--- src/rtl/time_fmt_conv_pipe.sv ---
// Two-stage, valid-qualified 24h -> 12h/24h display-time converter with range check,
// last-good hold on bad samples, and a mode-change flash indicator.
module time_fmt_conv_pipe #(
  parameter int unsigned HOUR_W       = 5,
  parameter int unsigned MIN_W        = 6,
  parameter int unsigned SEC_W        = 6,
  parameter int unsigned FLASH_CYCLES = 50000000,
  parameter int unsigned TIME_W       = HOUR_W + MIN_W + SEC_W
) (
  input  logic              clk,
  input  logic              reset,
  input  logic              mod12_24,
  input  logic              in_valid,
  input  logic [TIME_W-1:0] in_disp_time,
  output logic              out_valid,
  output logic [TIME_W-1:0] out_disp_time,
  output logic              led0,
  output logic              err,
  output logic              mode_flash
);

  localparam int unsigned CNT_W = (FLASH_CYCLES == 0) ? 1 : $clog2(FLASH_CYCLES + 1);

  logic [HOUR_W-1:0] w_hh;
  logic [MIN_W-1:0]  w_mm;
  logic [SEC_W-1:0]  w_ss;
  logic              w_bad;

  assign w_hh  = in_disp_time[TIME_W-1 -: HOUR_W];
  assign w_mm  = in_disp_time[SEC_W +: MIN_W];
  assign w_ss  = in_disp_time[SEC_W-1:0];
  assign w_bad = (w_hh > HOUR_W'(23)) | (w_mm > MIN_W'(59)) | (w_ss > SEC_W'(59));

  logic              r_s1_valid;
  logic [TIME_W-1:0] r_s1_time;
  logic              r_s1_mode;
  logic              r_s1_bad;

  // Mode is captured alongside the sample so later mode changes cannot affect it.
  always_ff @(posedge clk) begin
    if (!reset) begin
      r_s1_valid <= 1'b0;
      r_s1_time  <= '0;
      r_s1_mode  <= 1'b0;
      r_s1_bad   <= 1'b0;
    end else begin
      r_s1_valid <= in_valid;
      if (in_valid) begin
        r_s1_time <= in_disp_time;
        r_s1_mode <= mod12_24;
        r_s1_bad  <= w_bad;
      end
    end
  end

  logic [HOUR_W-1:0] w_s1_hh;
  logic [HOUR_W-1:0] w_conv_hh;
  logic              w_pm;
  logic [TIME_W-1:0] w_conv_time;

  assign w_s1_hh = r_s1_time[TIME_W-1 -: HOUR_W];

  always_comb begin
    w_conv_hh = w_s1_hh;
    w_pm      = 1'b0;
    if (r_s1_mode) begin
      if (w_s1_hh == '0) begin
        w_conv_hh = HOUR_W'(12);
      end else if (w_s1_hh == HOUR_W'(12)) begin
        w_pm = 1'b1;
      end else if (w_s1_hh > HOUR_W'(12)) begin
        w_conv_hh = w_s1_hh - HOUR_W'(12);
        w_pm      = 1'b1;
      end
    end
  end

  assign w_conv_time = {w_conv_hh, r_s1_time[MIN_W+SEC_W-1:0]};

  // Bad samples still pulse out_valid but leave the displayed time untouched.
  always_ff @(posedge clk) begin
    if (!reset) begin
      out_valid     <= 1'b0;
      out_disp_time <= '0;
      led0          <= 1'b0;
      err           <= 1'b0;
    end else begin
      out_valid <= r_s1_valid;
      if (r_s1_valid) begin
        if (r_s1_bad) begin
          err <= 1'b1;
        end else begin
          err           <= 1'b0;
          out_disp_time <= w_conv_time;
          led0          <= w_pm;
        end
      end
    end
  end

  logic             r_mode_prev;
  logic [CNT_W-1:0] r_flash_cnt;
  logic [CNT_W-1:0] w_flash_cnt_next;

  always_comb begin
    w_flash_cnt_next = r_flash_cnt;
    if (mod12_24 != r_mode_prev) begin
      w_flash_cnt_next = CNT_W'(FLASH_CYCLES);
    end else if (r_flash_cnt != '0) begin
      w_flash_cnt_next = r_flash_cnt - CNT_W'(1);
    end
  end

  // mode_flash tracks the counter's next value so it is high exactly while the count is non-zero.
  always_ff @(posedge clk) begin
    r_mode_prev <= mod12_24;
    if (!reset) begin
      r_flash_cnt <= '0;
      mode_flash  <= 1'b0;
    end else begin
      r_flash_cnt <= w_flash_cnt_next;
      mode_flash  <= (w_flash_cnt_next != '0);
    end
  end

endmodule

--- config.mk ---
export PLATFORM = sky130hd
export DESIGN_NAME = time_fmt_conv_pipe
export DESIGN_NICKNAME = d
export VERILOG_FILES = /design/src/rtl/time_fmt_conv_pipe.sv
export SDC_FILE = /design/constraint.sdc
export NUM_CORES = 1
export LEC_CHECK = 0
export ABC_AREA = 1
export CAP_MARGIN = 20
export CORE_ASPECT_RATIO = 1.2
export CORE_UTILIZATION = 35
export DETAILED_ROUTE_END_ITERATION = 8
export DONT_BUFFER_PORTS = 1
export HOLD_SLACK_MARGIN = 0.08
export PLACE_DENSITY = 0.46
export SETUP_SLACK_MARGIN = 0.1
export SLEW_MARGIN = 5
export SYNTH_ARGS = -nofsm -noshare
export SYNTH_HDL_FRONTEND = slang
export SYNTH_SLANG_ARGS = --single-unit
--- constraint.sdc ---
create_clock -name clk -period 5.6 [get_ports clk]
set_clock_uncertainty 0.15 [all_clocks]
set_input_delay 1.12 -clock clk [delete_from_list [all_inputs] [get_ports clk]]
set_output_delay 1.12 -clock clk [all_outputs]
set_load 0.02 [all_outputs]
Word-level counts from Yosys, hierarchy flattened
Cells that the tools add are included.
W data, S select, Z words.
{ "word_totals": {"wordCells": 37, "inputBits": 21, "out_inout_bits": 21, "ff_bits": 68} }
{ "op_classes": {"magnitude_cmp": 4, "n_reduce_logical": 4, "eq_ne": 2, "addsub": 2, "muxes": 11, "n_bitwise": 3} }
{ "ops": {"columns": ["operator", "n"], "rows": [
  ["$mux W26", 2],
  ["$reduce_bool A26 Y1", 2],
  ["$sub A26 B1 Y26 const B", 1],
  ["$mux W5", 4],
  ["$gt A6 B6 Y1 const B", 2],
  ["$eq A5 B4 Y1 const B", 1],
  ["$gt A5 B4 Y1 const B", 1],
  ["$gt A5 B5 Y1 const B", 1],
  ["$logic_not A5 Y1", 1],
  ["$mux W1", 5],
  ["$sub A5 B4 Y5 const B", 1],
  ["$or A1 B1 Y1", 2],
  ["$reduce_and A2 Y1", 1],
  ["$ne A1 B1 Y1", 1],
  ["$not A1 Y1", 1]
]} }

Longest topological paths before layout
{ "logic_depth": {"word_depth": 5, "mapped_depth": 16} }

Worst setup path before layout
No wires, ideal clock.
{ "synth_path": {"path_kind": "input to register", "from": "input port mod12_24", "to": "register mode_flash", "n_path_buf": 2, "path_slack_ps": 3113, "path_stages": 8, "setup_time_ps": 128, "arrival_ps": 2210, "path_cell_list": "xnor2_1 buf_2 buf_2 nand3_1 nor2_1 nand3_1 nor2_1 nor2_1"} }
{ "synth_between": {"elab_chain_cells": 3} }
{ "synth_lines": {"columns": ["item", "line", "source"], "rows": [
  ["from (decl)", "12", "input logic mod12_24,"],
  ["$ne A1 B1 Y1", "107", "if (mod12_24 != r_mode_prev) begin"],
  ["$mux W26", "107", null],
  ["$reduce_bool A26 Y1", "122", "mode_flash <= (w_flash_cnt_next != '0);"],
  ["to (signal assigned)", "122", null],
  ["to (decl)", "19", "output logic mode_flash"]
]} }
No other way between the ends.
A chain may end at the register's enable or synchronous reset.

Worst setup path in the final report
{ "layout_path": {"from": "register r_flash_cnt[0]", "to": "register mode_flash"} }
{ "layout_between": {"elab_chain_cells": 4, "elab_cells_between_ends": 5, "cone_classes": "1 x add/sub; 2 x mux; 2 x reduce/logical"} }
{ "layout_lines": {"columns": ["item", "line", "source"], "rows": [
  ["from (decl)", "102", "logic [CNT_W-1:0] r_flash_cnt;"],
  ["from (signal assigned)", "121", "r_flash_cnt <= w_flash_cnt_next;"],
  ["$sub A26 B1 Y26 or $reduce_bool A26 Y1 (tied branches)", "110, 109", null],
  ["$mux W26 (*)", "109", "end else if (r_flash_cnt != '0) begin"],
  ["$mux W26 (*)", "107", null],
  ["$reduce_bool A26 Y1 (*)", "122", null]
]} }
Every way passes the cells marked *; elsewhere a longest branch is shown, timed or not.

==> results.json <==
{
  "tritoncts": "built",
  "grtUsageTotal_pct": 18.3,
  "period_minus_slack_ps": 2380,
  "hp-class": "register to register",
  "synthCells": 488,
  "die-area_um2": 9810,
  "ys_async_sr_fraction_pct": 0,
  "period_share_pct": 42.6,
  "r2r_end": "mode_flash$_SDFF_PN0_",
  "worst_setup_path_end_kind": "register",
  "min_to": "r_s1_time[7]$_SDFFE_PN0P_",
  "drv_cap": 0,
  "layout.cells.most_common": "nand2_1",
  "wirelength_um": 8320,
  "rows": 38,
  "critPathKind": "register to register",
  "setup_ws_ps": 3220,
  "syn_nets": 512,
  "max_slew_margin_pct": 38.7,
  "worstPathArrival_ps": 2430,
  "clock_sinks": 68,
  "p_per_area_nw_per_um2": 351,
  "drt-wirelength-per-cell_um": 13.7,
  "synth_edf_count": 0,
  "final_cell_mix": "nand2_1, nor2_1, dfxtp_1",
  "final.setup.tns_ps": 0,
  "crit_path_max_fanout": 28,
  "critical_path.startpoint": "r_flash_cnt[0]$_SDFF_PN0_",
  "num_vias": 3004,
  "cts_setup_buffers": 0,
  "initial_core_util_pct": 36.3,
  "grt_max_degree": 39,
  "die-height_um": 108,
  "cts-hold-fix-buffers": 0,
  "power_leakage_nw": 1.64,
  "cts_buffer_depth": 2,
  "grt_pass1_wl_um": 14000,
  "first_pass_iters": 4,
  "place.port_buffers": 0,
  "place_ws_ps": 3030,
  "internal_power_w": 0.000830,
  "synth_seq_area_share_pct": 41.3,
  "r2r_slack_ps": 3220,
  "pwr-share-seq_pct": 44.2,
  "drc": 0,
  "hold_depth": 2,
  "whs_ps": 296,
  "swShare_pct": 34.2,
  "clkPwrFrac_pct": 33.1,
  "clk_pin_slew_ps": 80,
  "coreArea_um2": 9080,
  "crit_path_max_incr_delay_ps": 320,
  "worstMarginPinSlew_ps": 918,
  "synth_seq_cells": 68,
  "max_freq_mhz": 419,
  "die_w_um": 90.6,
  "reg2reg_depth": 15,
  "num-fill-cells": 995,
  "globalRouteOverflowTotal": 0,
  "startpoint_type": "register",
  "pin_count": 42,
  "hold_viol_final": 0,
  "worst_path_max_delay_cell": "ha_1",
  "multi_input_area_um2": 1660,
  "num_antenna_cells": 0,
  "grt_setup_unrepaired": "no",
  "grt_pass1_vias": 3032,
  "synth_top_flop_cell": "dfxtp_1",
  "htree_levels": 3,
  "ant_nets": 0,
  "ys_warn_count": 0,
  "p_sw_w": 0.000431,
  "final_nets": 508,
  "min-delay-start": "r_s1_time[7]$_SDFFE_PN0P_",
  "routabilityCongestion": 0.860,
  "timing_max_transition_violations_final": 0,
  "dp_hpwl_um": 6240,
  "syn_to_final_growth_pct": 9.11,
  "pwr-share-comb_pct": 22.7,
  "layout-drive-gt1-share_pct": 6.13,
  "cp_cell_sequence": "inv_1 -> ha_1 -> nand2_4 -> clkinv_4 -> nand2_4 -> nor2_4 -> nand2_4 -> nand3_1 -> nand2_1 -> nor2_1 -> nand2_1 -> inv_1 -> nand2_1 -> nor2_1 -> nor2_1",
  "cts_made_buffers": 9,
  "synth.avg_cell_area_um2": 6.75,
  "drtIter0Drc": 148,
  "reg2reg_from": "r_flash_cnt[0]$_SDFF_PN0_",
  "setup_viol": 0,
  "syn_area_um2": 3300,
  "insertion_delay_ps": 330,
  "synth_cell_types": 26,
  "seqCellArea_um2": 1360,
  "clockRootBuffer": "clkbuf_8",
  "cts_resized": 0,
  "fin_util_pct": 39.6,
  "cp.required_ps": 5640,
  "ir_worst_vdd_uv": 210,
  "antenna_found_initial": 0,
  "run_status": "complete, no violations",
  "viasPerCell": 4.93
}
metrics by stage:
| stage | instance area (um^2) | cells | power (W) |
|---|---|---|---|
| after global placement | 3390 | 593 | 0.000857 |
| final | 3600 | 609 | 0.00126 |
| after global routing | 3600 | 609 | 0.00135 |
| after floorplan | 3300 | 488 | 0.000789 |
| after detailed placement | 3390 | 593 | 0.000856 |
| after CTS | 3600 | 609 | 0.00128 |
worst max path at each step:
stage                                       end  slack [ps]  depth (start not counted)
after global placement    mode_flash$_SDFF_PN0_        3060                          9
after global routing      mode_flash$_SDFF_PN0_        2930                         15
after floorplan           mode_flash$_SDFF_PN0_        3110                          8
after detailed placement  mode_flash$_SDFF_PN0_        3030                          9
final                     mode_flash$_SDFF_PN0_        3220                         15
after CTS                 mode_flash$_SDFF_PN0_        3200                         15
Yosys cell counts (2+ instances only):
cell type  count  share of area (%)
nand2_1      112                 13
nor2_1        77                8.8
dfxtp_1       68                 41
nand3_1       53                8.0
inv_1         51                5.8
o21ai_0       31                4.7
a21oi_1       27                4.1
nand4_1       14                2.7
clkbuf_1      11                1.3
nand3b_1       6                1.4
buf_2          4               0.61
nor3_1         4               0.61
o211ai_1       4               0.91
xor2_1         4                1.1
a31oi_1        3               0.57
ha_1           3                1.1
nand2_4        3                1.0
nor2_2         3               0.57
clkinv_1       2               0.23
nor2_4         2               0.68
power groups by stage:
stage | sequential (W) | combinational, W | clock (W)
floorplan | 0.000559 | 0.000230 | 0
global placement | 0.000570 | 0.000287 | 0
detailed placement | 0.000569 | 0.000288 | 0
CTS | 0.000558 | 0.000289 | 0.000432
global route | 0.000562 | 0.000333 | 0.000452
finish | 0.000557 | 0.000287 | 0.000417
logic make-up after synthesis:
logic type	share of synthesized area, %
compound gates	10.6
flops	41.3
fa+ha+maj	1.14
simple gates	37.2
buf+inv	8.50
xor+xnor	1.33
layout make-up:
class | count | share of cell area, %
well taps | 120 | 4.18
inverters | 54 | 5.78
flip-flops and latches | 68 | 37.9
multi-input cells | 350 | 46.2
clock buffers | 10 | 3.83
clock inverters | 6 | 1.95
repair buffers | 1 | 0.209
registers in the layout, summed over array words and instances, names as in the netlist:
name,count
err,1
mode_flash,1
r_flash_cnt,26
led0,1
r_s1_bad,1
r_mode_prev,1
out_valid,1
r_s1_time,17
r_s1_mode,1
r_s1_valid,1
out_disp_time,17
layer usage:
layer / global-route usage (%) / up-vias / part of all wire [%]
li1: - / 1572 / -
met1: 19.0 / 1369 / 42
met2: 34.6 / 49 / 52
met3: 4.15 / 14 / 3.0
met4: 9.10 / 0 / 2.7
met5: 0 / - / 0
worst max-delay path: cells and delay by family (launching register included):
| family | cells | cell delay (ps) |
|---|---|---|
| AND/OR/NAND/NOR | 11 | 1190 |
| buffers and inverters | 3 | 250 |
| flip-flops | 1 | 310 |
| adder cells (fa/ha/maj) | 1 | 320 |
No activity file was read; power rests on OpenSTA's default activity.
